## config.mk

```make
export PLATFORM = sky130hd
export DESIGN_NAME = ddr_mrs_init_seq
export DESIGN_NICKNAME = d
export VERILOG_FILES = /design/src/rtl/ddr_init_pkg.sv /design/src/rtl/init_timer.sv /design/src/rtl/ddr_mrs_init_seq.sv
export SDC_FILE = /design/constraint.sdc
export NUM_CORES = 1
export LEC_CHECK = 0
export BUFFER_PORTS_ARGS = -buffer_cell sky130_fd_sc_hd__buf_2
export CAP_MARGIN = 20
export CELL_PAD_IN_SITES_DETAIL_PLACEMENT = 0
export CELL_PAD_IN_SITES_GLOBAL_PLACEMENT = 1
export CORE_ASPECT_RATIO = 0.8
export CORE_UTILIZATION = 40
export DETAILED_ROUTE_END_ITERATION = 10
export GPL_TIMING_DRIVEN = 1
export HOLD_SLACK_MARGIN = 0.08
export PLACE_DENSITY = 0.83
export SLEW_MARGIN = 0
export SYNTH_ARGS = -nofsm -noshare
export SYNTH_HDL_FRONTEND = slang
export SYNTH_HIERARCHICAL = 1
export SYNTH_SLANG_ARGS = --single-unit
```

## constraint.sdc

```tcl
create_clock -name core_clk -period 4.4 [get_ports core_clk]
set_clock_uncertainty 0.2 [all_clocks]
set_input_delay 0.44 -clock core_clk [delete_from_list [all_inputs] [get_ports core_clk]]
set_output_delay 0.44 -clock core_clk [all_outputs]
set_load 0.005 [all_outputs]
```

## src/rtl/ddr_init_pkg.sv

```systemverilog
// ddr_init_pkg: shared types and constants for the DDR3 init stages.
//   init_state_e : mode-register / ZQ init sequencer states
//   CMD_*        : DFI command encodings as {cs_n, ras_n, cas_n, we_n}
//   MRx_IDX      : bank address used to select each mode register
package ddr_init_pkg;

  typedef enum logic [3:0] {
    IDLE,
    CKE_WAIT,
    XPR_WAIT,
    MRS2,
    MRD2,
    MRS3,
    MRD3,
    MRS1,
    MRD1,
    MRS0,
    MOD_WAIT,
    ZQCL,
    ZQ_WAIT,
    DONE
  } init_state_e;

  localparam logic [3:0] CMD_DESEL = 4'b1111;
  localparam logic [3:0] CMD_NOP   = 4'b0111;
  localparam logic [3:0] CMD_MRS   = 4'b0000;
  localparam logic [3:0] CMD_ZQCL  = 4'b0110;

  localparam logic [2:0] MR0_IDX = 3'd0;
  localparam logic [2:0] MR1_IDX = 3'd1;
  localparam logic [2:0] MR2_IDX = 3'd2;
  localparam logic [2:0] MR3_IDX = 3'd3;

  // Address bit that selects the long ZQ calibration.
  localparam int unsigned ZQ_LONG_BIT = 10;

endpackage

```

## src/rtl/init_timer.sv

```systemverilog
// init_timer: loadable down-counter used to time DDR init intervals.
//   core_clk   : clock
//   core_arstn : asynchronous active-low reset (count -> 0)
//   load       : load load_val this cycle (has priority over dec)
//   dec        : decrement by one; holds at zero, never wraps
//   load_val   : value to load
//   zero       : count is zero
module init_timer #(
  parameter int unsigned CNT_W = 20
) (
  input  logic             core_clk,
  input  logic             core_arstn,
  input  logic             load,
  input  logic             dec,
  input  logic [CNT_W-1:0] load_val,
  output logic             zero
);

  logic [CNT_W-1:0] count;

  always_ff @(posedge core_clk or negedge core_arstn) begin
    if (!core_arstn) begin
      count <= '0;
    end else if (load) begin
      count <= load_val;
    end else if (dec && (count != '0)) begin
      count <= count - CNT_W'(1);
    end
  end

  assign zero = (count == '0);

endmodule

```

## src/rtl/ddr_mrs_init_seq.sv

```systemverilog
// ddr_mrs_init_seq: DDR3 power-up second stage. After ddr_init_done it waits
// the CKE enable delay, raises CKE, issues MR2, MR3, MR1, MR0 and ZQCL with
// the configured spacing, then raises seq_done (sticky until reset).
//   core_clk      : clock
//   core_arstn    : asynchronous active-low reset
//   ddr_init_done : reset-hold stage complete (level, sampled in IDLE)
//   seq_done      : init sequence complete
//   dfi_cke, dfi_cs_n, dfi_ras_n, dfi_cas_n, dfi_we_n : DFI control
//   dfi_bank      : MR index during MRS, else 0
//   dfi_address   : MR payload during MRS, A10 during ZQCL, else 0
module ddr_mrs_init_seq
  import ddr_init_pkg::*;
#(
  parameter int unsigned       CNT_W      = 20,
  parameter int unsigned       T_CKE_WAIT = 400000,
  parameter int unsigned       T_XPR      = 144,
  parameter int unsigned       T_MRD      = 4,
  parameter int unsigned       T_MOD      = 12,
  parameter int unsigned       T_ZQINIT   = 512,
  parameter int unsigned       BA_W       = 3,
  parameter int unsigned       ADDR_W     = 16,
  parameter logic [ADDR_W-1:0] MR0_VAL    = '0,
  parameter logic [ADDR_W-1:0] MR1_VAL    = '0,
  parameter logic [ADDR_W-1:0] MR2_VAL    = '0,
  parameter logic [ADDR_W-1:0] MR3_VAL    = '0
) (
  input  logic              core_clk,
  input  logic              core_arstn,
  input  logic              ddr_init_done,
  output logic              seq_done,
  output logic              dfi_cke,
  output logic              dfi_cs_n,
  output logic              dfi_ras_n,
  output logic              dfi_cas_n,
  output logic              dfi_we_n,
  output logic [BA_W-1:0]   dfi_bank,
  output logic [ADDR_W-1:0] dfi_address
);

  localparam longint unsigned CNT_LIM = longint'(1) << CNT_W;

  if (T_CKE_WAIT < 2 || T_XPR < 2 || T_MRD < 2 || T_MOD < 2 || T_ZQINIT < 2) begin : g_bad_timing
    $error("ddr_mrs_init_seq: timing parameters must be at least 2");
  end
  if (longint'(T_CKE_WAIT) >= CNT_LIM || longint'(T_XPR) >= CNT_LIM ||
      longint'(T_MRD) >= CNT_LIM || longint'(T_MOD) >= CNT_LIM ||
      longint'(T_ZQINIT) >= CNT_LIM) begin : g_bad_cnt_w
    $error("ddr_mrs_init_seq: timing parameter does not fit in CNT_W");
  end
  if (ADDR_W <= ZQ_LONG_BIT) begin : g_bad_addr_w
    $error("ddr_mrs_init_seq: ADDR_W too narrow for ZQCL A10");
  end

  init_state_e       state, state_nxt;
  logic              tmr_load, tmr_dec, tmr_zero;
  logic [CNT_W-1:0]  tmr_val;
  logic [3:0]        cmd_nxt, cmd_q;
  logic [BA_W-1:0]   bank_nxt;
  logic [ADDR_W-1:0] addr_nxt;
  logic              cke_nxt, done_nxt;

  init_timer #(.CNT_W(CNT_W)) u_timer (
    .core_clk   (core_clk),
    .core_arstn (core_arstn),
    .load       (tmr_load),
    .dec        (tmr_dec),
    .load_val   (tmr_val),
    .zero       (tmr_zero)
  );

  always_ff @(posedge core_clk or negedge core_arstn) begin
    if (!core_arstn) begin
      state <= IDLE;
    end else begin
      state <= state_nxt;
    end
  end

  // Command fields are decoded from the current state and registered, so
  // each command reaches the DFI one cycle after its state. MRS/ZQCL reloads
  // use T-2 because the command state itself and the zero-detect cycle each
  // take one clock of the interval.
  always_comb begin
    state_nxt = state;
    tmr_load  = 1'b0;
    tmr_dec   = 1'b0;
    tmr_val   = '0;
    cmd_nxt   = CMD_NOP;
    bank_nxt  = '0;
    addr_nxt  = '0;
    case (state)
      IDLE: begin
        if (ddr_init_done) begin
          state_nxt = CKE_WAIT;
          tmr_load  = 1'b1;
          tmr_val   = CNT_W'(T_CKE_WAIT - 1);
        end
      end
      CKE_WAIT: begin
        if (tmr_zero) begin
          state_nxt = XPR_WAIT;
          tmr_load  = 1'b1;
          tmr_val   = CNT_W'(T_XPR - 1);
        end else begin
          tmr_dec = 1'b1;
        end
      end
      XPR_WAIT: if (tmr_zero) state_nxt = MRS2; else tmr_dec = 1'b1;
      MRS2, MRS3, MRS1: begin
        cmd_nxt  = CMD_MRS;
        tmr_load = 1'b1;
        tmr_val  = CNT_W'(T_MRD - 2);
        case (state)
          MRS2:    begin bank_nxt = BA_W'(MR2_IDX); addr_nxt = MR2_VAL; state_nxt = MRD2; end
          MRS3:    begin bank_nxt = BA_W'(MR3_IDX); addr_nxt = MR3_VAL; state_nxt = MRD3; end
          default: begin bank_nxt = BA_W'(MR1_IDX); addr_nxt = MR1_VAL; state_nxt = MRD1; end
        endcase
      end
      MRD2: if (tmr_zero) state_nxt = MRS3; else tmr_dec = 1'b1;
      MRD3: if (tmr_zero) state_nxt = MRS1; else tmr_dec = 1'b1;
      MRD1: if (tmr_zero) state_nxt = MRS0; else tmr_dec = 1'b1;
      MRS0: begin
        cmd_nxt   = CMD_MRS;
        bank_nxt  = BA_W'(MR0_IDX);
        addr_nxt  = MR0_VAL;
        tmr_load  = 1'b1;
        tmr_val   = CNT_W'(T_MOD - 2);
        state_nxt = MOD_WAIT;
      end
      MOD_WAIT: if (tmr_zero) state_nxt = ZQCL; else tmr_dec = 1'b1;
      ZQCL: begin
        cmd_nxt               = CMD_ZQCL;
        addr_nxt[ZQ_LONG_BIT] = 1'b1;
        tmr_load              = 1'b1;
        tmr_val               = CNT_W'(T_ZQINIT - 2);
        state_nxt             = ZQ_WAIT;
      end
      ZQ_WAIT: if (tmr_zero) state_nxt = DONE; else tmr_dec = 1'b1;
      DONE:    state_nxt = DONE;
      default: state_nxt = IDLE;
    endcase
    cke_nxt  = !(state inside {IDLE, CKE_WAIT});
    done_nxt = (state == DONE);
    if (!cke_nxt) cmd_nxt = CMD_DESEL;
  end

  always_ff @(posedge core_clk or negedge core_arstn) begin
    if (!core_arstn) begin
      seq_done    <= 1'b0;
      dfi_cke     <= 1'b0;
      cmd_q       <= CMD_DESEL;
      dfi_bank    <= '0;
      dfi_address <= '0;
    end else begin
      seq_done    <= done_nxt;
      dfi_cke     <= cke_nxt;
      cmd_q       <= cmd_nxt;
      dfi_bank    <= bank_nxt;
      dfi_address <= addr_nxt;
    end
  end

  assign {dfi_cs_n, dfi_ras_n, dfi_cas_n, dfi_we_n} = cmd_q;

endmodule

```

Yosys cells after proc, flatten, opt, wreduce, memory -nomap -nowiden
Index checks and enable logic that the tools add are counted.

Add/subtract/negate cells: 1. Equal/unequal tests: 21. Muxes and demuxes: 25. Reduce and logical (&&, ||, !) cells: 12.

Operators by type and width (count): 19-bit one-hot mux with 5 select lines (1); 4-bit one-hot mux with 12 select lines (1); 20-bit 2-to-1 mux (2); 4-bit 2-to-1 mux (9); 4-bit == test, second input constant (6); 20-bit logical NOT (1); 20-bit nonzero test (1); 20-bit by 1-bit subtractor with 20-bit output, second input constant (1); 19-bit 2-to-1 mux (1); 4-bit by 3-bit == test with 1-bit output, second input constant (4); 2-bit inequality test, second input constant (8); 4-bit by 2-bit == test with 1-bit output, second input constant (2); 8-bit 2-to-1 mux (1); 4-bit one-hot mux with 2 select lines (1); 8-bit AND reduction (1); 7-bit OR reduction (1); 3-bit one-hot mux with 2 select lines (1); 1-bit 2-to-1 mux (5); 5-bit OR reduction (1); 4-bit by 1-bit == test with 1-bit output, second input constant (1); 4-bit logical NOT (1); 2-bit one-hot mux with 2 select lines (1); 2-bit nonzero test (2); 4-bit OR reduction (1); other kinds (5) (5).

Register bits: 34. Output and inout bits: 25. Word-level logic and storage cells: 66.

Depth between registers and ports, before layout
Gate-level depths: netlist (run 1).

Word-level depth: 6. Depth in mapped cells: 14. Depth with buffers taken out: 11.

Hierarchy
The synthesis (run 1) kept the hierarchy.

Modules (own cells, without submodules): init_timer (instances 1, cells an instance 165, area each 1411.4 µm²); ddr_mrs_init_seq (instances 1, cells an instance 98, area each 823.3 µm²).

Least setup slack after synthesis (run 1)
Ideal clock, no wire load.

Path kind: flip-flop to flip-flop. From: register u_timer.count[11]. To: register u_timer.count[17]. Library setup time: 0.126 ns. Arrival time: 3.488 ns. Setup slack: 0.586 ns. Stages on the path, launching flop included: 12. Path buffers: 3. Period minus slack after synthesis: 3.814 ns. Cell sequence: dfrtp_1 -> or4_1 -> or2_2 -> clkbuf_1 -> nor3_2 -> buf_2 -> a2111oi_1 -> or3b_2 -> or2_2 -> clkbuf_1 -> o41a_1 -> a221o_1.

Word-level cells in the longest chain between the ends: 5.

RTL lines: start: declaration (line init_timer.sv:19) `logic [CNT_W-1:0] count;`; start signal: assignment (line init_timer.sv:25) `count <= load_val;`; start signal: assignment (line init_timer.sv:27) `count <= count - CNT_W'(1);`; 20-bit logical NOT (line init_timer.sv:31) `assign zero = (count == '0);`; via tmr_zero (line ddr_mrs_init_seq.sv:55) `logic tmr_load, tmr_dec, tmr_zero;`; 1-bit 2-to-1 mux (2 in a row); via tmr_dec (line ddr_mrs_init_seq.sv:55); 1-bit logical AND (line init_timer.sv:26) `end else if (dec && (count != '0)) begin`; 2-bit nonzero test (no line).

The timed path passes the listed nets, and every way through them passes these cells. The select of a mux whose other input is x is not followed. A chain may end at the register's enable or synchronous reset.

Worst setup path after layout (run 1)
From: register u_timer.count[0]. To: register u_timer.count[18].

Same word-level chain as after synthesis.

==> results of run 1 <==
==> layer usage <==
layer	global-route usage	part of all wire	vias to the layer above
met5	0	0	-
met4	0.08542	0.018	0
met3	0.03929	0.040	9
met2	0.2760	0.41	51
met1	0.2737	0.53	906
li1	-	-	968
==> synthesized netlist by cell type, types with 2 or more instances <==
cell type,count,area (µm²)
nand2b_1,5,31.28
clkbuf_1,8,30.03
nor3_1,7,35.03
ha_1,2,25.02
dfstp_2,3,78.83
inv_1,8,30.03
nand3_1,11,55.05
nand4_1,3,18.77
buf_2,8,40.04
or2_2,5,31.28
o41a_1,2,22.52
o41ai_1,4,35.03
and2_1,4,25.02
a311o_1,3,30.03
nor4b_1,2,17.52
a221o_1,2,20.02
buf_6,2,22.52
o311ai_0,5,43.79
nor4_1,8,50.05
nor2_1,19,71.32
a31oi_1,4,25.02
o31a_1,3,26.28
o21ai_0,13,65.06
nor2b_1,9,56.30
o211ai_1,3,22.52
a2111oi_0,2,17.52
nand2_1,22,82.58
a21oi_1,9,45.04
or4_1,8,60.06
dfrtp_1,29,725.7
a22oi_1,3,22.52
buf_4,19,142.6
a311oi_1,2,17.52
o22ai_1,2,12.51
o31ai_1,2,15.01
==> cell type report <==
cell class	count	share of cell area
flip-flops and latches	32	0.3296
well taps	62	0.03178
multi-input cells	207	0.5151
repair buffers	21	0.05946
inverters	8	0.01230
clock buffers	7	0.03947
clock inverters	1	0.01230
==> cells by family after synthesis <==
kind of cell | count (synthesis)
AND/OR/NAND/NOR | 115
AO/OA/AOI/OAI | 66
buffers and inverters | 45
flip-flops | 32
adder cells (fa/ha/maj) | 2
other | 1
XOR/XNOR | 1
multiplexers | 1
==> critical path, cell delays in order (launching register included) <==
cell,delay [ns]
dfrtp_1,0.36
inv_1,0.08
ha_1,0.20
nor4b_1,0.18
nand2_1,0.18
nor3_2,0.08
a2111oi_1,0.79
or4bb_1,0.61
a2111oi_0,0.55
a311oi_1,0.17
a311o_1,0.34
==> where the power goes <==
| part | internal, mW | switching [mW] |
|---|---|---|
| registers | 0.430 | 0.113 |
| clock network | 0.200 | 0.116 |
| logic | 0.423 | 0.607 |
| total | 1.05 | 0.836 |
==> sequential cells by signal, summed over array words and instances, names as in the netlist <==
name,count
state,4
dfi_bank,2
dfi_cke,1
seq_done,1
dfi_address,1
cmd_q,3
u_timer/count,20
==> worst paths after layout <==
path	start	to	slack (ns)	cells past startpoint
max	u_timer/count[0]	u_timer/count[18]	0.54	10
max in group asynchronous	core_arstn	u_timer/count[0]	2.99	2
min in group asynchronous	core_arstn	u_timer/count[3]	0.55	2
max reg2reg	u_timer/count[0]	u_timer/count[18]	0.54	10
min	u_timer/count[4]	u_timer/count[4]	0.37	1
min reg2reg	u_timer/count[4]	u_timer/count[4]	0.37	1
==> repair_timing <==
item | CTS | global route
resized for setup | 0 | 0
hold buffers | 1 | 0
hold endpoints to repair | 29 | 0
==> results.cfg, run 1 <==
[floorplanning]
fp-row-count = 23
die_h_um = 68.85
die_w_um = 85.57
initial_core_util = 0.4314
dieArea_mm2 = 0.005891
ios = 28
coreArea_mm2 = 0.005180

[synth]
synth_cells = 263
synth_cell_type_count = 57
synth_fa_ha_area_frac = 0.01120
synth_edf_count = 0
ys_seq_area_frac = 0.3600
syn-cell-area_mm2 = 0.002235
yosys.area_share.simple = 0.2861
synthXorXnorAreaFrac = 0.003919
synth_top_family_by_area = simple AND/OR/NAND/NOR gates
yosys_warnings = 6
ys_async_sr_fraction = 1.000
synth-seq-cells = 32
synth_compound_area_frac = 0.2139
synthFlopType = dfrtp_1
synth.mux.area_fraction = 0.004479
syn_area_per_cell_um2 = 8.497

[global_route]
grt_usage = 0.1906
grt_pass1_wl_mm = 8.611
grt-ovfl-total = 0
antenna_found_initial = 0
first_global_vias = 1735
grt_max_degree = 54

[sta]
relSlewSlack = 0.3424
setup_ws_ns = 0.5422
fin_tns_setup_ns = 0
finalCritPeriodShare = 0.8768
slew_violations = 0
whs_ns = 0.3669
setup-violations-final = 0
rsz0062_at_grt = false
tightestPinTransition_ns = 0.9839
fin_crit_ns = 3.858
fmax_mhz = 259.2
hold_violations = 0

[routing]
drtIter0Drc = 121
avgRoutedWirePerCell_um = 14.54
drt_pass1_iterations = 4
ant_nets = 0
viasPerCell = 5.722
post-route-drc-count = 0
vias = 1934
wirelength_mm = 4.916

[finish]
final_cell_mix = dfrtp_1 (29), nand2_1 (22), conb_1 (22)
fin_util = 0.4713
area_growth_syn_to_layout_pct = 9.238
final_cells = 338
n_antenna_cell = 0
ff_latch_area_um2 = 804.5
final_common_cell = dfrtp_1
nets = 280
fillers = 510
drive_gt1_frac = 0.1522
multiInputGateArea_mm2 = 0.001257
final_area_mm2 = 0.002441

[pwr]
ir_drop_uv = 444.2
leakagePower_nw = 0.9868
total_power_mw = 1.889
cellPowerDensity_mw_per_mm2 = 774.0

[setup_path]
path_class = register to register
cp_max_fo = 7
worstPathArrival_ns = 3.83
crit_required_ns = 4.37
end_kind = register
crit_path_start_kind = register

[cts]
clkLatencyLatePin_ns = 0.29
cts-root-buf = clkbuf_8
cts_sinks = 32
numCtsBuffers = 5
cts_setup_buffers = 0
htreeDepth = 2
clockBufferDepth = 2
cts_tree = built
path_clk_slew_ns = 0.07

[placed_design]
globalplace.congestion = 0.9137
post-place-ws_ns = 0.5374
dp.cells = 329
numPortBuffers = 11
place_area_mm2 = 0.002305
place_hpwl_mm = 3.293

[min_path]
hold_path.class = register to register

[run]
maxCapViolCount = 0

[run_status]
status = finished clean
Power figures use the tool's default switching activity.
==> inputs of run 2 (changes only) <==
CORE_ASPECT_RATIO = 0.7   (was 0.8)
==> run 2 against run 1 <==
Routed wire length up 1.0%. Combinational power about the same. Global-route usage down 1.1 points. Largest cell class unchanged. Largest power group unchanged.
==> results.cfg, run 2 (synthesis results as in run 1) <==
[run_status]
status = finished clean

[finish]
multiInputGateArea_mm2 = 0.001257
area_growth_syn_to_layout_pct = 8.959
largest_reg_flops = 20
final_common_cell = dfrtp_1
final_cells = 348
ff_latch_area_um2 = 804.5
reg.largest.list = u_timer/count x20, state x4, cmd_q x3
n_antenna_cell = 0
largest-register = u_timer/count
fillers = 535
drive_gt1_frac = 0.1486
final_cell_mix = dfrtp_1 (29), nand2_1 (22), conb_1 (22)
nets = 280

[pwr]
sequentialPowerShare = 0.292
leakagePower_nw = 0.9775
cellPowerDensity_mw_per_mm2 = 769.1
swShare = 0.4537
switchingPower_uw = 849.6
intPower_mw = 1.023
clkPwrFrac = 0.151
p_comb_frac = 0.557
ir_drop_uv = 342.3

[floorplanning]
coreArea_mm2 = 0.005313
die_w_um = 91.34
initial_core_util = 0.4206
ios = 28
fp-row-count = 22
die_h_um = 64.54
dieArea_mm2 = 0.005894

[routing]
post-route-drc-count = 0
avgRoutedWirePerCell_um = 14.27
drt_pass1_iterations = 4
wirelength_mm = 4.966
ant_nets = 0
vias = 1950
drtIter0Drc = 147
viasPerCell = 5.603

[setup_path]
r2r-end = u_timer/count[14]
reg2reg_from = u_timer/count[0]
cpLargestDelayFamily = simple AND/OR/NAND/NOR gates
path_cells = inv_1 > ha_1 > nor4b_1 > nand2_1 > nor3_2 > a2111oi_1 > or4bb_1 > buf_4 > or4_1 > o31a_1 > o31a_1
cp.depth = 11
path_common_cell = o31a_1
crit_start = u_timer/count[0]
end_kind = register
cp_max_fo = 11
path_class = register to register
crit_required_ns = 4.38
critPathMaxStageDelay_ns = 0.85
slowest_stage = a2111oi_1
crit_path_start_kind = register
worstPathArrival_ns = 3.91
cp.buffers_inverters = 2
ff2ff_setup_slack_ns = 0.47
ff2ff_path_depth = 11

[placed_design]
globalplace.congestion = 0.8917
post-place-ws_ns = 0.4971
dp.cells = 339
place_hpwl_mm = 3.413
numPortBuffers = 11

[global_route]
first_global_vias = 1562
grt_max_degree = 54
grt-ovfl-total = 0
grt_pass1_wl_mm = 8.259
antenna_found_initial = 0
grt_usage = 0.1792

[min_path]
hold_path.class = register to register
hold_depth = 1
hold_end = u_timer/count[4]
min_from = u_timer/count[4]

[cts]
clkLatencyLatePin_ns = 0.29
post_cts_resized = 0
cts_sinks = 32
cts_setup_buffers = 0
numCtsBuffers = 5
path_clk_slew_ns = 0.07
cts-root-buf = clkbuf_8
cts_tree = built
htreeDepth = 2
clockBufferDepth = 2
cts-hold-fix-buffers = 1

[sta]
fmax_mhz = 254.2
fin_crit_ns = 3.934
slew_violations = 0
rsz0062_at_grt = false
tightestPinTransition_ns = 1.063
fin_tns_setup_ns = 0
setup_ws_ns = 0.4664
finalCritPeriodShare = 0.8940
whs_ns = 0.3596
hold_violations = 0
setup-violations-final = 0
relSlewSlack = 0.2898

[run]
maxCapViolCount = 0
-- run 2: changes by cell type in the layout (fill, tap and decap cells not counted), sizes merged --
cell,delta
clkbuf,-1
clkinv,+1
-- run 2: cell type report --
type                    count  share of cell area
well taps                  72             0.03700
clock buffers               6             0.02980
repair buffers             21             0.05961
multi-input cells         207              0.5164
inverters                   8             0.01233
clock inverters             2             0.01439
flip-flops and latches     32              0.3304
-- run 2: how the worst max path moves through the flow --
stage                             end  slack (ns)
floorplan           u_timer/count[17]        0.59
finish              u_timer/count[14]        0.47
global route        u_timer/count[14]        0.22
detailed placement  u_timer/count[14]        0.50
CTS                 u_timer/count[14]        0.49
global placement    u_timer/count[18]        0.67
-- run 2: power by group through the flow --
stage	clock network (mW)	registers [mW]	logic, mW
global route	0.303	0.570	1.16
finish	0.282	0.547	1.04
CTS	0.287	0.544	1.03
global placement	0	0.547	1.02
floorplan	0	0.516	0.825
detailed placement	0	0.548	1.03
-- run 2: metrics by stage --
step                      total power, mW  cell area [µm²]    util
after floorplan                     1.341             2313       -
after global placement              1.566             2317  0.4362
after detailed placement            1.577             2317  0.4362
after CTS                           1.865             2435  0.4583
after global routing                2.031             2435  0.4583
final                               1.873             2435  0.4583
-- run 2: worst reg2reg max path, stage by stage, from the launching register on --
cell and delay [ns]:
dfrtp_1 0.37, inv_1 0.08, ha_1 0.20, nor4b_1 0.18, nand2_1 0.17, nor3_2 0.08
a2111oi_1 0.85, or4bb_1 0.53, buf_4 0.21, or4_1 0.43, o31a_1 0.25, o31a_1 0.27
-- run 2: routing by layer --
metal  part of all wire  GRT usage  wire length [µm]  vias to the layer above
li1                   -          -                 -                      967
met1               0.54     0.2813              2686                      932
met2               0.41     0.2330              2036                       45
met3              0.040    0.03521               199                        6
met4             0.0089    0.07143                44                        0
met5                  0          0                 0                        -
==> inputs of run 3 (changes only) <==
CORE_UTILIZATION = 39   (was 40)
PLACE_DENSITY = 0.84   (was 0.83)
SYNTH_HIERARCHICAL = not set   (was 1)
clock period = 3.5 ns   (was 4.4 ns; I/O delays follow)
==> run 3 against run 2 <==
Setup slack better by 0.34 ns. First-iteration DRC count down 0.68%. Sequential power down 32%. Critical endpoint is now u_timer.count[8].
==> results.cfg, run 3 <==
[routing]
viasPerCell = 5.285
post-route-drc-count = 0
drtIter0Drc = 146
drt_pass1_iterations = 5
avgRoutedWirePerCell_um = 13.76
wirelength_mm = 3.963
vias = 1522
ant_nets = 0

[setup_path]
crit_path_start_kind = register
ff2ff_setup_slack_ns = 0.80
path_class = register to register
reg2reg_from = state[2]
end_kind = register
cp_max_fo = 16
r2r-end = u_timer.count[8]
ff2ff_path_depth = 6
worstPathArrival_ns = 2.65
crit_required_ns = 3.45

[finish]
final_cell_mix = dfrtp_1 (29), nor2_1 (28), conb_1 (16)
area_growth_syn_to_layout_pct = 7.432
final_common_cell = dfrtp_1
largest_reg_flops = 20
drive_gt1_frac = 0.1486
final_area_mm2 = 0.002062
n_antenna_cell = 0
reg.largest.list = u_timer.count x20, state x4, cmd_q x3
fillers = 442
fin_util = 0.4552
nets = 226
largest-register = u_timer.count

[global_route]
grt_usage = 0.1718
grtUsageMet3 = 0.05034
grt_max_degree = 33
antenna_found_initial = 0
grt_pass1_wl_mm = 6.679
use_met1 = 0.2845
top_usage_layer = met1
first_global_vias = 1270
grt-ovfl-total = 0
use_met2 = 0.2114

[cts]
clkLatencyLatePin_ns = 0.28
cts_tree = built
post_cts_resized = 0
cts_sinks = 32
clockBufferDepth = 2
cts_setup_buffers = 0
cts-hold-fix-buffers = 1
path_clk_slew_ns = 0.06
numCtsBuffers = 5
cts-root-buf = clkbuf_8
htreeDepth = 2

[synth]
synthFlopType = dfrtp_1
synth_top_area_share = 0.3781
syn_area_per_cell_um2 = 9.140
syn-cell-area_mm2 = 0.001919
ys_async_sr_fraction = 1.000
synth_cell_type_count = 51
synth.most_common_cell = dfrtp_1
synth_cells = 210
synth_edf_count = 0
synth_commonest_cells = dfrtp_1 (29), nor2_1 (28), buf_4 (18)
synth_area_leaders = dfrtp_1 (38%), buf_4 (7.0%), nor2_1 (5.5%)
yosys_warnings = 0
synth-seq-cells = 32
ys_seq_area_frac = 0.4192
yosysTopAreaCell = dfrtp_1

[floorplanning]
die_h_um = 60.70
fp-row-count = 20
ios = 28
coreArea_mm2 = 0.004529
dieArea_mm2 = 0.005211
initial_core_util = 0.4238
die_w_um = 85.85

[sta]
rsz0062_at_grt = false
fmax_mhz = 371.0
relSlewSlack = 0.5179
tightestPinTransition_ns = 0.7231
finalCritPeriodShare = 0.7701
fin_crit_ns = 2.695
fin_tns_setup_ns = 0
hold_violations = 0
slew_violations = 0
setup-violations-final = 0

[min_path]
hold_path.class = register to register
hold_depth = 1
min_from = u_timer.count[9]
hold_end = u_timer.count[9]

[run_status]
status = finished clean

[placed_design]
place_hpwl_mm = 2.879
numPortBuffers = 11
globalplace.congestion = 0.8871
place_area_mm2 = 0.001962

[pwr]
cellPowerDensity_mw_per_mm2 = 324.8
ir_drop_uv = 246.8
leakagePower_nw = 0.9665

[run]
maxCapViolCount = 0
## run 3: worst max path at each step
| stage | startpoint | depth (start not counted) | end | slack (ns) |
|---|---|---|---|---|
| 5_1_grt | state[2] | 6 | u_timer.count[8] | 0.53 |
| 6_report | state[2] | 6 | u_timer.count[8] | 0.80 |
| 3_3_place_gp | u_timer.count[11] | 6 | u_timer.count[17] | 0.90 |
| 3_5_place_dp | u_timer.count[11] | 6 | u_timer.count[9] | 0.87 |
| 2_1_floorplan | u_timer.count[11] | 6 | u_timer.count[9] | 1.29 |
| 4_1_cts | u_timer.count[11] | 6 | u_timer.count[5] | 0.85 |
## run 3: cells by family after synthesis
group                      share of synthesized area
muxes                                       0.005867
buffers and inverters                        0.09452
AOI/OAI and AO/OA                             0.1962
other                                       0.001954
DFF                                           0.4192
xor gates and xnor gates                     0.03194
adders and majority gates                    0.01304
and+or+nand+nor                               0.2373
## run 3: report_power, final
part	switching (mW)	internal [mW]	leakage [nW]
clock network	0.126	0.160	0.0455
registers	0	0.370	0.407
logic	0.0114	0.00167	0.514
## run 3: routing by layer
| layer | vias to the layer above | wire, µm |
|---|---|---|
| met3 | 5 | 221 |
| met4 | 0 | 35 |
| met5 | - | 0 |
| met1 | 718 | 2253 |
| li1 | 745 | - |
| met2 | 54 | 1452 |
## run 3: area by class of cell
| cell class | count | area, µm² | area share |
|---|---|---|---|
| Clock buffer | 8 | 90.09 | 0.04369 |
| Sequential cell | 32 | 804.5 | 0.3902 |
| Multi-Input combinational cell | 163 | 989.7 | 0.4800 |
| Inverter | 6 | 22.52 | 0.01092 |
| Tap cell | 66 | 82.58 | 0.04005 |
| Timing Repair Buffer | 13 | 72.57 | 0.03519 |
## run 3: critical path: stages (launching register included)
cell	delay [ns]
dfrtp_1	0.58
nor2_1	0.21
a221oi_1	0.48
o21a_1	0.60
nor2_2	0.19
o21ai_0	0.20
nand3_1	0.10
## run 3: per-stage QoR
step	setup WS, ns	total power, mW	hold WS, ns	cells
after floorplan	1.291	0.3937	-0.1456	225
after global placement	0.8994	0.3891	0.2410	279
after detailed placement	0.8711	0.3894	0.2502	279
after CTS	0.8518	0.6788	0.3252	288
after global routing	0.5297	0.6974	0.3533	288
final	0.8047	0.6697	0.3313	288
